<file path="src/rtl/matvec_sequencer.sv">
// rtl/matvec_sequencer.sv - fetch/unpack/compute control FSM for the 8x8 matrix-vector MAC array
module matvec_sequencer #(
    parameter int                ROWS      = 8,
    parameter int                COLS      = 8,
    parameter int                DATA_W    = 8,
    parameter int                MEM_W     = 64,
    parameter int                ADDR_W    = 32,
    parameter logic [ADDR_W-1:0] BASE_ADDR = '0,
    parameter int                MAC_LAT   = 1
) (
    input  logic              clk,
    input  logic              rst_n,
    input  logic              start,
    output logic              busy,
    output logic              done,
    output logic [ADDR_W-1:0] mem_address,
    output logic              mem_read,
    input  logic              mem_waitrequest,
    input  logic [MEM_W-1:0]  mem_readdata,
    input  logic              mem_readdatavalid,
    output logic [ROWS-1:0]   a_fifo_wr,
    output logic              b_fifo_wr,
    output logic [DATA_W-1:0] fifo_wdata,
    input  logic [ROWS-1:0]   a_fifo_full,
    input  logic              b_fifo_full,
    output logic              fifo_rd,
    output logic              mac_clr,
    output logic              mac_en
);

    localparam int WORD_W = $clog2(ROWS + 1);
    localparam int CNT_W  = $clog2(COLS + 1);
    localparam int LAT_W  = (MAC_LAT > 1) ? $clog2(MAC_LAT) : 1;

    typedef enum logic [2:0] {
        S_IDLE, S_CLEAR, S_REQ, S_WAIT, S_UNPACK, S_COMPUTE, S_DRAIN, S_DONE
    } state_t;

    state_t              r_state, w_next;
    logic [WORD_W-1:0]   r_word, w_word_nxt;
    logic [CNT_W-1:0]    r_byte, w_byte_nxt;
    logic [CNT_W-1:0]    r_cnt, w_cnt_nxt;
    logic [LAT_W-1:0]    r_drain, w_drain_nxt;
    logic [MEM_W-1:0]    r_hold, w_hold_nxt;

    logic                r_busy, r_done, r_mem_read;
    logic [ROWS-1:0]     r_a_wr, w_a_wr;
    logic                r_b_wr, w_b_wr;
    logic [DATA_W-1:0]   r_wdata, w_wdata;
    logic                r_fifo_rd, r_mac_clr, r_mac_en;

    logic                w_is_b;
    logic [ROWS-1:0]     w_row_onehot;
    logic                w_target_full;
    logic [DATA_W-1:0]   w_byte_val;

    // Word index ROWS selects the B vector; the shift then leaves the row mask empty.
    assign w_is_b        = (r_word >= WORD_W'(ROWS));
    assign w_row_onehot  = ROWS'(1) << r_word;
    assign w_target_full = w_is_b ? b_fifo_full : |(a_fifo_full & w_row_onehot);
    assign w_byte_val    = DATA_W'(r_hold >> (r_byte * DATA_W));

    always_comb begin
        w_next      = r_state;
        w_word_nxt  = r_word;
        w_byte_nxt  = r_byte;
        w_cnt_nxt   = r_cnt;
        w_drain_nxt = r_drain;
        w_hold_nxt  = r_hold;
        w_a_wr      = '0;
        w_b_wr      = 1'b0;
        w_wdata     = r_wdata;
        case (r_state)
            S_IDLE: begin
                if (start) w_next = S_CLEAR;
            end
            S_CLEAR: begin
                w_word_nxt = '0;
                w_next     = S_REQ;
            end
            S_REQ: begin
                if (!mem_waitrequest) w_next = S_WAIT;
            end
            S_WAIT: begin
                if (mem_readdatavalid) begin
                    w_hold_nxt = mem_readdata;
                    w_byte_nxt = '0;
                    w_next     = S_UNPACK;
                end
            end
            S_UNPACK: begin
                if (!w_target_full) begin
                    w_a_wr  = w_is_b ? '0 : w_row_onehot;
                    w_b_wr  = w_is_b;
                    w_wdata = w_byte_val;
                    if (r_byte == CNT_W'(COLS - 1)) begin
                        w_byte_nxt = '0;
                        if (!w_is_b) begin
                            w_word_nxt = r_word + WORD_W'(1);
                            w_next     = S_REQ;
                        end else begin
                            w_cnt_nxt = '0;
                            w_next    = S_COMPUTE;
                        end
                    end else begin
                        w_byte_nxt = r_byte + CNT_W'(1);
                    end
                end
            end
            S_COMPUTE: begin
                if (r_cnt == CNT_W'(COLS - 1)) begin
                    w_drain_nxt = '0;
                    w_next      = S_DRAIN;
                end else begin
                    w_cnt_nxt = r_cnt + CNT_W'(1);
                end
            end
            S_DRAIN: begin
                // The first DRAIN cycle still carries the final mac_en.
                if (r_drain == LAT_W'(MAC_LAT - 1)) w_next = S_DONE;
                else w_drain_nxt = r_drain + LAT_W'(1);
            end
            S_DONE: begin
                if (start) w_next = S_CLEAR;
            end
            default: w_next = S_IDLE;
        endcase
    end

    always_ff @(posedge clk or negedge rst_n) begin
        if (!rst_n) begin
            r_state    <= S_IDLE;
            r_word     <= '0;
            r_byte     <= '0;
            r_cnt      <= '0;
            r_drain    <= '0;
            r_hold     <= '0;
            r_busy     <= 1'b0;
            r_done     <= 1'b0;
            r_mem_read <= 1'b0;
            r_a_wr     <= '0;
            r_b_wr     <= 1'b0;
            r_wdata    <= '0;
            r_fifo_rd  <= 1'b0;
            r_mac_clr  <= 1'b0;
            r_mac_en   <= 1'b0;
        end else begin
            r_state    <= w_next;
            r_word     <= w_word_nxt;
            r_byte     <= w_byte_nxt;
            r_cnt      <= w_cnt_nxt;
            r_drain    <= w_drain_nxt;
            r_hold     <= w_hold_nxt;
            r_busy     <= !(w_next == S_IDLE || w_next == S_DONE);
            r_done     <= (w_next == S_DONE);
            r_mem_read <= (w_next == S_REQ);
            r_a_wr     <= w_a_wr;
            r_b_wr     <= w_b_wr;
            r_wdata    <= w_wdata;
            r_fifo_rd  <= (w_next == S_COMPUTE);
            r_mac_clr  <= (w_next == S_CLEAR);
            // FIFO read data arrives one cycle after fifo_rd.
            r_mac_en   <= r_fifo_rd;
        end
    end

    assign mem_address = BASE_ADDR + ADDR_W'(r_word);
    assign busy        = r_busy;
    assign done        = r_done;
    assign mem_read    = r_mem_read;
    assign a_fifo_wr   = r_a_wr;
    assign b_fifo_wr   = r_b_wr;
    assign fifo_wdata  = r_wdata;
    assign fifo_rd     = r_fifo_rd;
    assign mac_clr     = r_mac_clr;
    assign mac_en      = r_mac_en;

endmodule

</file>
<file path="config.mk">
export PLATFORM = sky130hd
export DESIGN_NAME = matvec_sequencer
export DESIGN_NICKNAME = d
export VERILOG_FILES = /design/src/rtl/matvec_sequencer.sv
export SDC_FILE = /design/constraint.sdc
export NUM_CORES = 1
export LEC_CHECK = 0
export BUFFER_PORTS_ARGS = -buffer_cell sky130_fd_sc_hd__buf_2
export CAP_MARGIN = 20
export CORE_ASPECT_RATIO = 0.9
export CORE_MARGIN = 4
export CORE_UTILIZATION = 29
export DETAILED_ROUTE_END_ITERATION = 8
export GPL_ROUTABILITY_DRIVEN = 0
export SLEW_MARGIN = 30
export SYNTH_ARGS = -nofsm -noshare
export SYNTH_HDL_FRONTEND = slang
export SYNTH_SLANG_ARGS = --single-unit
</file>
<file path="constraint.sdc">
create_clock -name clk -period 4 [get_ports clk]
set_clock_uncertainty 0.2 [all_clocks]
set_input_delay 0 -clock clk [delete_from_list [all_inputs] [get_ports clk]]
set_output_delay 0 -clock clk [all_outputs]
set_load 0.02 [all_outputs]
</file>
==> results of run 1 <==
## metrics by stage
stage          instances  utilization (%)
3_5_place_dp         653             33.6
2_1_floorplan        386                -
5_1_grt              740             40.1
3_3_place_gp         653             33.6
6_report             740             40.1
4_1_cts              740             40.1
## routing by layer
metal	vias up	part of all wire [%]	global-route usage (%)
met4	0	1.4	3.73
met1	1640	44	15.2
met5	-	0	0
li1	1577	-	-
met2	111	50	21.3
met3	14	5.2	3.86
## area by class of cell
| type | count | area, um2 | area share (%) |
|---|---|---|---|
| Multi-Input combinational cell | 228 | 2080 | 31.9 |
| Sequential cell | 102 | 2550 | 39.1 |
| Tap cell | 207 | 259 | 3.97 |
| Clock buffer | 10 | 229 | 3.51 |
| Inverter | 7 | 26.3 | 0.402 |
| Timing Repair Buffer | 180 | 1270 | 19.5 |
| Clock inverter | 6 | 109 | 1.67 |
## cells in the mapped netlist, drive strengths merged (2+ instances only)
master | number | share of area (%)
nand2b | 2 | 0.41
nor2b | 4 | 0.51
nand2 | 7 | 0.54
a22o | 2 | 0.36
nor2 | 11 | 0.90
nand3b | 2 | 0.31
nand3 | 7 | 0.72
ha | 8 | 2.1
buf | 44 | 6.1
nor3b | 6 | 1.1
a22oi | 2 | 0.31
xor2 | 2 | 0.36
and3 | 8 | 1.0
mux4 | 16 | 7.4
o31ai | 11 | 1.7
o21ai | 13 | 1.4
o211ai | 3 | 0.57
mux2i | 9 | 1.9
inv | 7 | 0.54
a21oi | 4 | 0.41
dfrtp | 102 | 52
nor3 | 2 | 0.44
nand4 | 2 | 0.26
mux2 | 65 | 15
clkbuf | 5 | 0.41
## power by group through the flow
| stage | clock network [mW] | registers [mW] | logic, mW |
|---|---|---|---|
| 2_1_floorplan | 0 | 1.71 | 1.19 |
| 3_3_place_gp | 0 | 1.77 | 1.50 |
| 3_5_place_dp | 0 | 1.79 | 1.53 |
| 4_1_cts | 1.03 | 1.77 | 1.60 |
| 5_1_grt | 1.07 | 1.84 | 1.71 |
| 6_report | 1.00 | 1.77 | 1.57 |
## logic make-up (layout without fill, tap and decap cells)
logic type	Yosys count	in the layout	share of synthesized area (%)
AOI/OAI and AO/OA	44	44	6.53
xor gates and xnor gates	2	2	0.360
adders and majority gates	8	8	2.06
buffers and inverters	56	203	7.07
DFF	102	102	52.4
muxes	90	90	24.3
other	1	28	0.0770
and+or+nand+nor	56	56	7.17
## state kept, by name (all words and copies together), names as in the netlist
name        flops
fifo_rd         1
mac_clr         1
a_fifo_wr       8
fifo_wdata      8
r_state         3
b_fifo_wr       1
r_byte          4
r_word          4
r_hold         64
busy            1
done            1
r_cnt           4
mac_en          1
mem_read        1
## worst max-delay path by stage
stage | to | from | cells after the start | slack, ps
after global routing | busy | r_word[0] | 7 | 1040
after global placement | r_byte[1] | r_word[0] | 7 | 1450
after CTS | busy | r_word[0] | 7 | 1120
after detailed placement | r_byte[1] | r_word[0] | 7 | 1380
after floorplan | r_word[1] | r_word[0] | 7 | 1700
final | busy | r_word[0] | 7 | 1130
## timing repair
action / 4_1_cts / 5_1_grt
buffers inserted: 0 / 0
hold buffers: 71 / 0
endpoints found under the hold margin: 145 / 0
==> flow_metrics.env, run 1 <==
export IMPL_outcome="finished, final reports clean"
export IMPL_setup_ws_ps=1130
export IMPL_ff2ff_setup_slack_ps=1130
export IMPL_postSynthAreaPerCell_um2=13.6
export IMPL_crit_fanout=7
export IMPL_diodes=0
export IMPL_path_buf_inv=1
export IMPL_clk_latency_ps=350
export IMPL_clkTransAtPathRegs_ps=70
export IMPL_netlist_instances=359
export IMPL_switching_share_pct=31.6
export IMPL_nets=614
export IMPL_layout_commonest_cell="buf_2"
export IMPL_setup_viol=0
export IMPL_p_seq_share_pct=40.8
export IMPL_layout_common_cells="buf_2 (103), dfrtp_1 (102), dlygate4sd3_1 (71), mux2_2 (65), conb_1 (28)"
export IMPL_max_stage_delay_ps=640
export IMPL_ys_warn_count=0
export IMPL_synth_seq_cells=102
export IMPL_wirelength_um=11400
export IMPL_clkSinkCount=102
export IMPL_rr_startpoint="r_word[0]"
export IMPL_gr_total_overflow=0
export IMPL_postRouteAntennaNets=0
export IMPL_row_count=44
export IMPL_cts_buffers=9
export IMPL_rsz0062_at_grt="no"
export IMPL_combPwrFrac_pct=36.1
export IMPL_routed_via_count=3342
export IMPL_route_detailed_drc=0
export IMPL_grt_pass1_vias=3505
export IMPL_worst_ep_required_time_ps=4040
export IMPL_p_per_area_nw_per_um2=663
export IMPL_power_total_mw=4.33
export IMPL_r2r_end="busy"
export IMPL_htreeDepth=3
export IMPL_syn_area_um2=4870
export IMPL_worst_pin_slew_ps=685
export IMPL_routed_via_density=4.52
export IMPL_post_route_cell_area_um2=6530
export IMPL_critPathSlowestCell="dlygate4sd3_1"
export IMPL_grt_pass1_wl_um=18000
export IMPL_cts_tree="built"
export IMPL_io_pin_count=133
export IMPL_max_freq_mhz=349
export IMPL_maxCapViolCount=0
export IMPL_max_vdd_ir_drop_uv=308
export IMPL_crit_family="compound AO/OA/AOI/OAI gates"
export IMPL_clock_root_buffer="clkbuf_16"
export IMPL_die_x_um=145
export IMPL_antenna_found_initial=0
export IMPL_internal_power_mw=2.96
export IMPL_grtUsageTotal_pct=12.5
export IMPL_seq_area_frac_synth_pct=52.4
export IMPL_power_frac_clock_pct=23.1
export IMPL_async_flop_share_pct=100
export IMPL_hp_class="in -> async"
export IMPL_dieArea_um2=18900
export IMPL_portBuffers=104
export IMPL_max_slew_margin_pct=54.1
export IMPL_syn_to_final_growth_pct=34.2
export IMPL_synth_cell_types=48
export IMPL_first_iter_violations=158
export IMPL_clockBufferDepth=2
export IMPL_die_h_um=131
export IMPL_p_sw_mw=1.37
export IMPL_cp_data_arrival_time_ps=2910
export IMPL_start_util_pct=29.9
export IMPL_hold_ws_ps=15.7
export IMPL_synth_ff_type="dfrtp_1"
export IMPL_finalMaxSlewViolations=0
export IMPL_coreArea_um2=16300
export IMPL_cp_end_kind="flip-flop"
export IMPL_cp_cell_sequence="ha_1 -> ha_1 -> a221oi_2 -> dlygate4sd3_1 -> nand3_1 -> a21o_1 -> o32a_1"
export IMPL_path_class="reg -> reg"
export IMPL_period_needed_ps=2870
export IMPL_r2r_cells=7
export IMPL_dp_hpwl_um=7820
export IMPL_setup_tns_ps=0
export IMPL_dr_pass1_iters=4
export IMPL_n_fill_cell=1563
export IMPL_grt_start_max_net_pins=71
export IMPL_drive_gt1_share_pct=40.5
export IMPL_placed_area_um2=5480
export IMPL_crit_path_start_kind="flip-flop"
export IMPL_synth_edff_count=0
export IMPL_cts_resized=0
export IMPL_cpMostUsedCell="ha_1"
export IMPL_pre_cts_ws_ps=1380
export IMPL_wl_per_cell_um=15.4
export IMPL_p_leak_nw=3.04
export IMPL_finalCritPeriodShare_pct=71.7
export IMPL_finalHoldViolCount=0
No activity file was read; power rests on OpenSTA's default activity.
==> run 2, diff against run 1 <==
Clock period 4 ns to 2.9 ns, I/O delays scaled along.
==> flow_metrics.env, run 2 (synthesis results as in run 1) <==
export IMPL_outcome="finished, final reports clean"
export IMPL_max_vdd_ir_drop_uv=524
export IMPL_p_per_area_nw_per_um2=905
export IMPL_htreeDepth=3
export IMPL_setup_ws_ps=121
export IMPL_grt_pass1_vias=3539
export IMPL_dieArea_um2=18900
export IMPL_hold_ws_ps=36.8
export IMPL_max_slew_margin_pct=54.9
export IMPL_clk_latency_ps=350
export IMPL_path_class="reg -> reg"
export IMPL_finalMaxSlewViolations=0
export IMPL_grt_pass1_wl_um=18300
export IMPL_layout_common_cells="buf_2 (103), dfrtp_1 (101), dlygate4sd3_1 (71), mux2_2 (65), conb_1 (28)"
export IMPL_grtUsageTotal_pct=12.6
export IMPL_postRouteAntennaNets=0
export IMPL_pre_cts_ws_ps=378
export IMPL_grt_start_max_net_pins=53
export IMPL_finalCritPeriodShare_pct=95.8
export IMPL_dp_hpwl_um=8000
export IMPL_cts_buffers=9
export IMPL_top_register="r_hold"
export IMPL_clkTransAtPathRegs_ps=60
export IMPL_dr_pass1_iters=4
export IMPL_r2r_cells=7
export IMPL_first_iter_violations=111
export IMPL_worst_ep_required_time_ps=2930
export IMPL_setup_viol=0
export IMPL_row_count=44
export IMPL_max_stage_delay_ps=610
export IMPL_cp_cell_sequence="ha_1 -> ha_1 -> a221oi_2 -> dlygate4sd3_1 -> nand3_1 -> a21o_1 -> o32a_1"
export IMPL_n_fill_cell=1511
export IMPL_io_pin_count=133
export IMPL_r2r_end="busy"
export IMPL_syn_to_final_growth_pct=34.6
export IMPL_cpMostUsedCell="ha_1"
export IMPL_nets=616
export IMPL_period_needed_ps=2780
export IMPL_diodes=0
export IMPL_crit_fanout=6
export IMPL_clkSinkCount=102
export IMPL_layout_commonest_cell="buf_2"
export IMPL_finalHoldViolCount=0
export IMPL_critPathSlowestCell="dlygate4sd3_1"
export IMPL_cp_data_arrival_time_ps=2810
export IMPL_drive_gt1_share_pct=40.9
export IMPL_rsz0062_at_grt="no"
export IMPL_setup_tns_ps=0
export IMPL_portBuffers=104
export IMPL_wirelength_um=11400
export IMPL_cts_tree="built"
export IMPL_crit_family="compound AO/OA/AOI/OAI gates"
export IMPL_p_leak_nw=3.04
export IMPL_maxCapViolCount=0
export IMPL_clock_root_buffer="clkbuf_16"
export IMPL_gr_total_overflow=0
export IMPL_max_freq_mhz=360
export IMPL_path_buf_inv=1
export IMPL_routed_via_density=4.48
export IMPL_largest_register_ffs=64
export IMPL_start_util_pct=29.9
export IMPL_ff2ff_setup_slack_ps=120
export IMPL_hp_class="in -> async"
export IMPL_cp_end_kind="flip-flop"
export IMPL_antenna_found_initial=0
export IMPL_worst_pin_slew_ps=672
export IMPL_die_x_um=145
export IMPL_wl_per_cell_um=15.3
export IMPL_crit_path_start_kind="flip-flop"
export IMPL_routed_via_count=3324
export IMPL_rr_startpoint="r_word[1]"
export IMPL_die_h_um=131
export IMPL_clockBufferDepth=2
export IMPL_route_detailed_drc=0
export IMPL_coreArea_um2=16300
## run 2: what timing repair did
item	CTS	global route
gates resized for setup	0	2
hold endpoints to repair	126	0
hold buffers	71	0
setup endpoints to repair	0	2
setup buffers	0	1
## run 2: area by class of cell
cell class | instances | area, um2 | area share [%]
flip-flops and latches | 102 | 2550 | 39.0
multi-input cells | 228 | 2080 | 31.8
repair buffers | 182 | 1310 | 20.0
well taps | 207 | 259 | 3.95
clock buffers | 11 | 233 | 3.55
clock inverters | 5 | 83.8 | 1.28
inverters | 7 | 26.3 | 0.401
## run 2: layer usage
metal / vias to the layer above / wire (um) / track usage [%]
met3: 6 / 695 / 4.22
met4: 0 / 109 / 2.69
met1: 1631 / 4960 / 15.5
li1: 1590 / - / -
met5: - / 0 / 0
met2: 97 / 5620 / 21.7
## run 2: power breakdown
part           switching (mW)  internal (mW)
Combinational            1.02           1.24
Clock                   0.521          0.758
Sequential              0.361           2.03
## run 2: metrics by stage
stage	power, mW	area [um2]	cells	util [%]
floorplan	4.00	4970	386	-
global placement	4.56	5510	654	33.8
detailed placement	4.65	5510	654	33.8
CTS	6.05	6540	741	40.1
global route	6.36	6550	742	40.2
finish	5.93	6550	742	40.2
## run 2: worst max-delay path by stage
stage	start	to	depth (start not counted)	slack (ps)
after floorplan	r_word[0]	r_word[1]	7	600
after global placement	r_word[0]	r_byte[1]	7	480
after detailed placement	r_word[0]	r_byte[1]	7	380
after CTS	r_word[0]	busy	7	40
after global routing	r_word[1]	busy	7	3
final	r_word[1]	busy	7	120
==> run 3, diff against run 2 <==
Settings changed: CORE_UTILIZATION 29 to 38.
Clock period 2.9 ns to 2.2 ns, I/O delays scaled along.
==> flow_metrics.env, run 3 (synthesis results as in run 1) <==
export IMPL_grt_util_met3_pct=4.51
export IMPL_multiInputGateArea_um2=2130
export IMPL_row_count=38
export IMPL_grt_pass1_vias=3602
export IMPL_clkSinkCount=102
export IMPL_crit_path_start_kind="flip-flop"
export IMPL_cp_end_kind="flip-flop"
export IMPL_die_x_um=127
export IMPL_portBuffers=104
export IMPL_cp_cell_sequence="ha_4 -> ha_4 -> a221oi_4 -> buf_4 -> nand3_1 -> a21o_1 -> o32a_1"
export IMPL_cp_data_arrival_time_ps=2180
export IMPL_r2r_cells=7
export IMPL_wl_per_cell_um=16.0
export IMPL_nets=627
export IMPL_die_h_um=115
export IMPL_worst_ep_required_time_ps=2230
export IMPL_regArea_um2=2550
export IMPL_cts_buffers=9
export IMPL_layout_common_cells="buf_2 (103), dfrtp_1 (100), dlygate4sd3_1 (69), mux2_2 (65), conb_1 (28)"
export IMPL_diodes=0
export IMPL_grtUsageTotal_pct=16.1
export IMPL_first_iter_violations=125
export IMPL_setup_tns_ps=0
export IMPL_finalCritPeriodShare_pct=98.0
export IMPL_dp_hpwl_um=7710
export IMPL_cts_tree="built"
export IMPL_finalHoldViolCount=0
export IMPL_critPathSlowestCell="dfrtp_2"
export IMPL_max_vdd_ir_drop_uv=571
export IMPL_clk_latency_ps=350
export IMPL_io_pin_count=133
export IMPL_r2r_end="busy"
export IMPL_path_class="reg -> reg"
export IMPL_finalMaxSlewViolations=0
export IMPL_clkTransAtPathRegs_ps=70
export IMPL_rr_startpoint="r_word[0]"
export IMPL_crit_fanout=4
export IMPL_top_register="r_hold"
export IMPL_postRouteAntennaNets=0
export IMPL_busiest_layer="met2"
export IMPL_n_fill_cell=1058
export IMPL_routed_via_density=4.84
export IMPL_setup_ws_ps=44.9
export IMPL_met1_usage_pct=21.4
export IMPL_grtUsageMet2_pct=25.5
export IMPL_antenna_found_initial=0
export IMPL_routed_via_count=3420
export IMPL_route_detailed_drc=0
export IMPL_grt_pass1_wl_um=18400
export IMPL_start_util_pct=39.5
export IMPL_dr_pass1_iters=4
export IMPL_hp_class="in -> async"
export IMPL_p_leak_nw=3.13
export IMPL_ff2ff_setup_slack_ps=40
export IMPL_drive_gt1_share_pct=44.0
export IMPL_setup_viol=0
export IMPL_gr_total_overflow=0
export IMPL_wirelength_um=11300
export IMPL_pre_cts_ws_ps=-40.1
export IMPL_clock_root_buffer="clkbuf_16"
export IMPL_period_needed_ps=2160
export IMPL_clockBufferDepth=2
export IMPL_p_per_area_nw_per_um2=1200
export IMPL_layout_commonest_cell="buf_2"
export IMPL_grt_start_max_net_pins=44
export IMPL_max_stage_delay_ps=440
export IMPL_max_freq_mhz=464
export IMPL_maxCapViolCount=0
export IMPL_dieArea_um2=14700
export IMPL_largest_register_ffs=64
export IMPL_outcome="finished, final reports clean"
export IMPL_coreArea_um2=12300
export IMPL_htreeDepth=3
export IMPL_rsz0062_at_grt="yes"
export IMPL_cpMostUsedCell="ha_4"
export IMPL_syn_to_final_growth_pct=36.8
==> run 3: cell types whose count changed in the layout (fill, tap and decap cells not counted), sizes merged <==
cell / delta
clkinvlp: -2
clkbuf: -1
buf: +13
clkinv: +1
inv: +2
dlygate4sd3: -2
==> run 3: how the worst max path moves through the flow <==
stage | startpoint | endpoint | slack [ps] | cells past startpoint
final | r_word[0] | busy | 40 | 7
after global routing | r_word[0] | r_byte[1] | -40 | 7
after CTS | r_word[0] | mem_read | 9 | 8
after detailed placement | r_word[1] | busy | -40 | 7
after global placement | r_word[1] | busy | -3 | 7
after floorplan | r_word[1] | r_word[1] | 20 | 7
==> run 3: final cells by class <==
| cell class | count | share of cell area [%] |
|---|---|---|
| clock buffer | 10 | 3.59 |
| multi-input combinational | 228 | 32.0 |
| tap | 160 | 3.01 |
| inverter | 7 | 0.395 |
| timing repair buffer | 193 | 21.2 |
| sequential | 102 | 38.4 |
| clock inverter | 6 | 1.37 |
==> run 3: repair_timing <==
action / CTS / global route
resized for setup: 2 / 5
endpoints found under the setup margin: 3 / 20
hold buffers: 70 / 0
hold endpoints to repair: 174 / 0
setup buffers: 0 / 0
pin swaps: 4 / 2
==> run 3: critical path, delay by kind of cell (launching register included) <==
family	cells	cell delay, ps
buf+inv	1	170
flops	1	440
compound gates	3	800
simple gates	1	90
fa+ha+maj	2	340
==> run 3: routing by layer <==
metal | vias up | wire length, um
met5 | - | 0
met4 | 0 | 185
met3 | 15 | 622
met2 | 103 | 5330
met1 | 1693 | 5140
li1 | 1609 | -
==> run 3: through the flow <==
step / power [mW] / utilization [%] / instance area, um2 / cells / hold WS (ps)
finish: 7.97 / 54.1 / 6660 / 706 / 24.3
global route: 8.48 / 54.1 / 6660 / 706 / 57.9
CTS: 8.04 / 54.0 / 6650 / 706 / 21.7
detailed placement: 6.14 / 45.4 / 5590 / 620 / -183
global placement: 6.02 / 45.4 / 5590 / 620 / -186
floorplan: 5.28 / - / 5000 / 386 / -496
==> run 3: where the power goes <==
part / switching (mW) / internal [mW]
Sequential: 0.429 / 2.68
Combinational: 1.42 / 1.70
Clock: 0.710 / 1.04
Total: 2.56 / 5.41
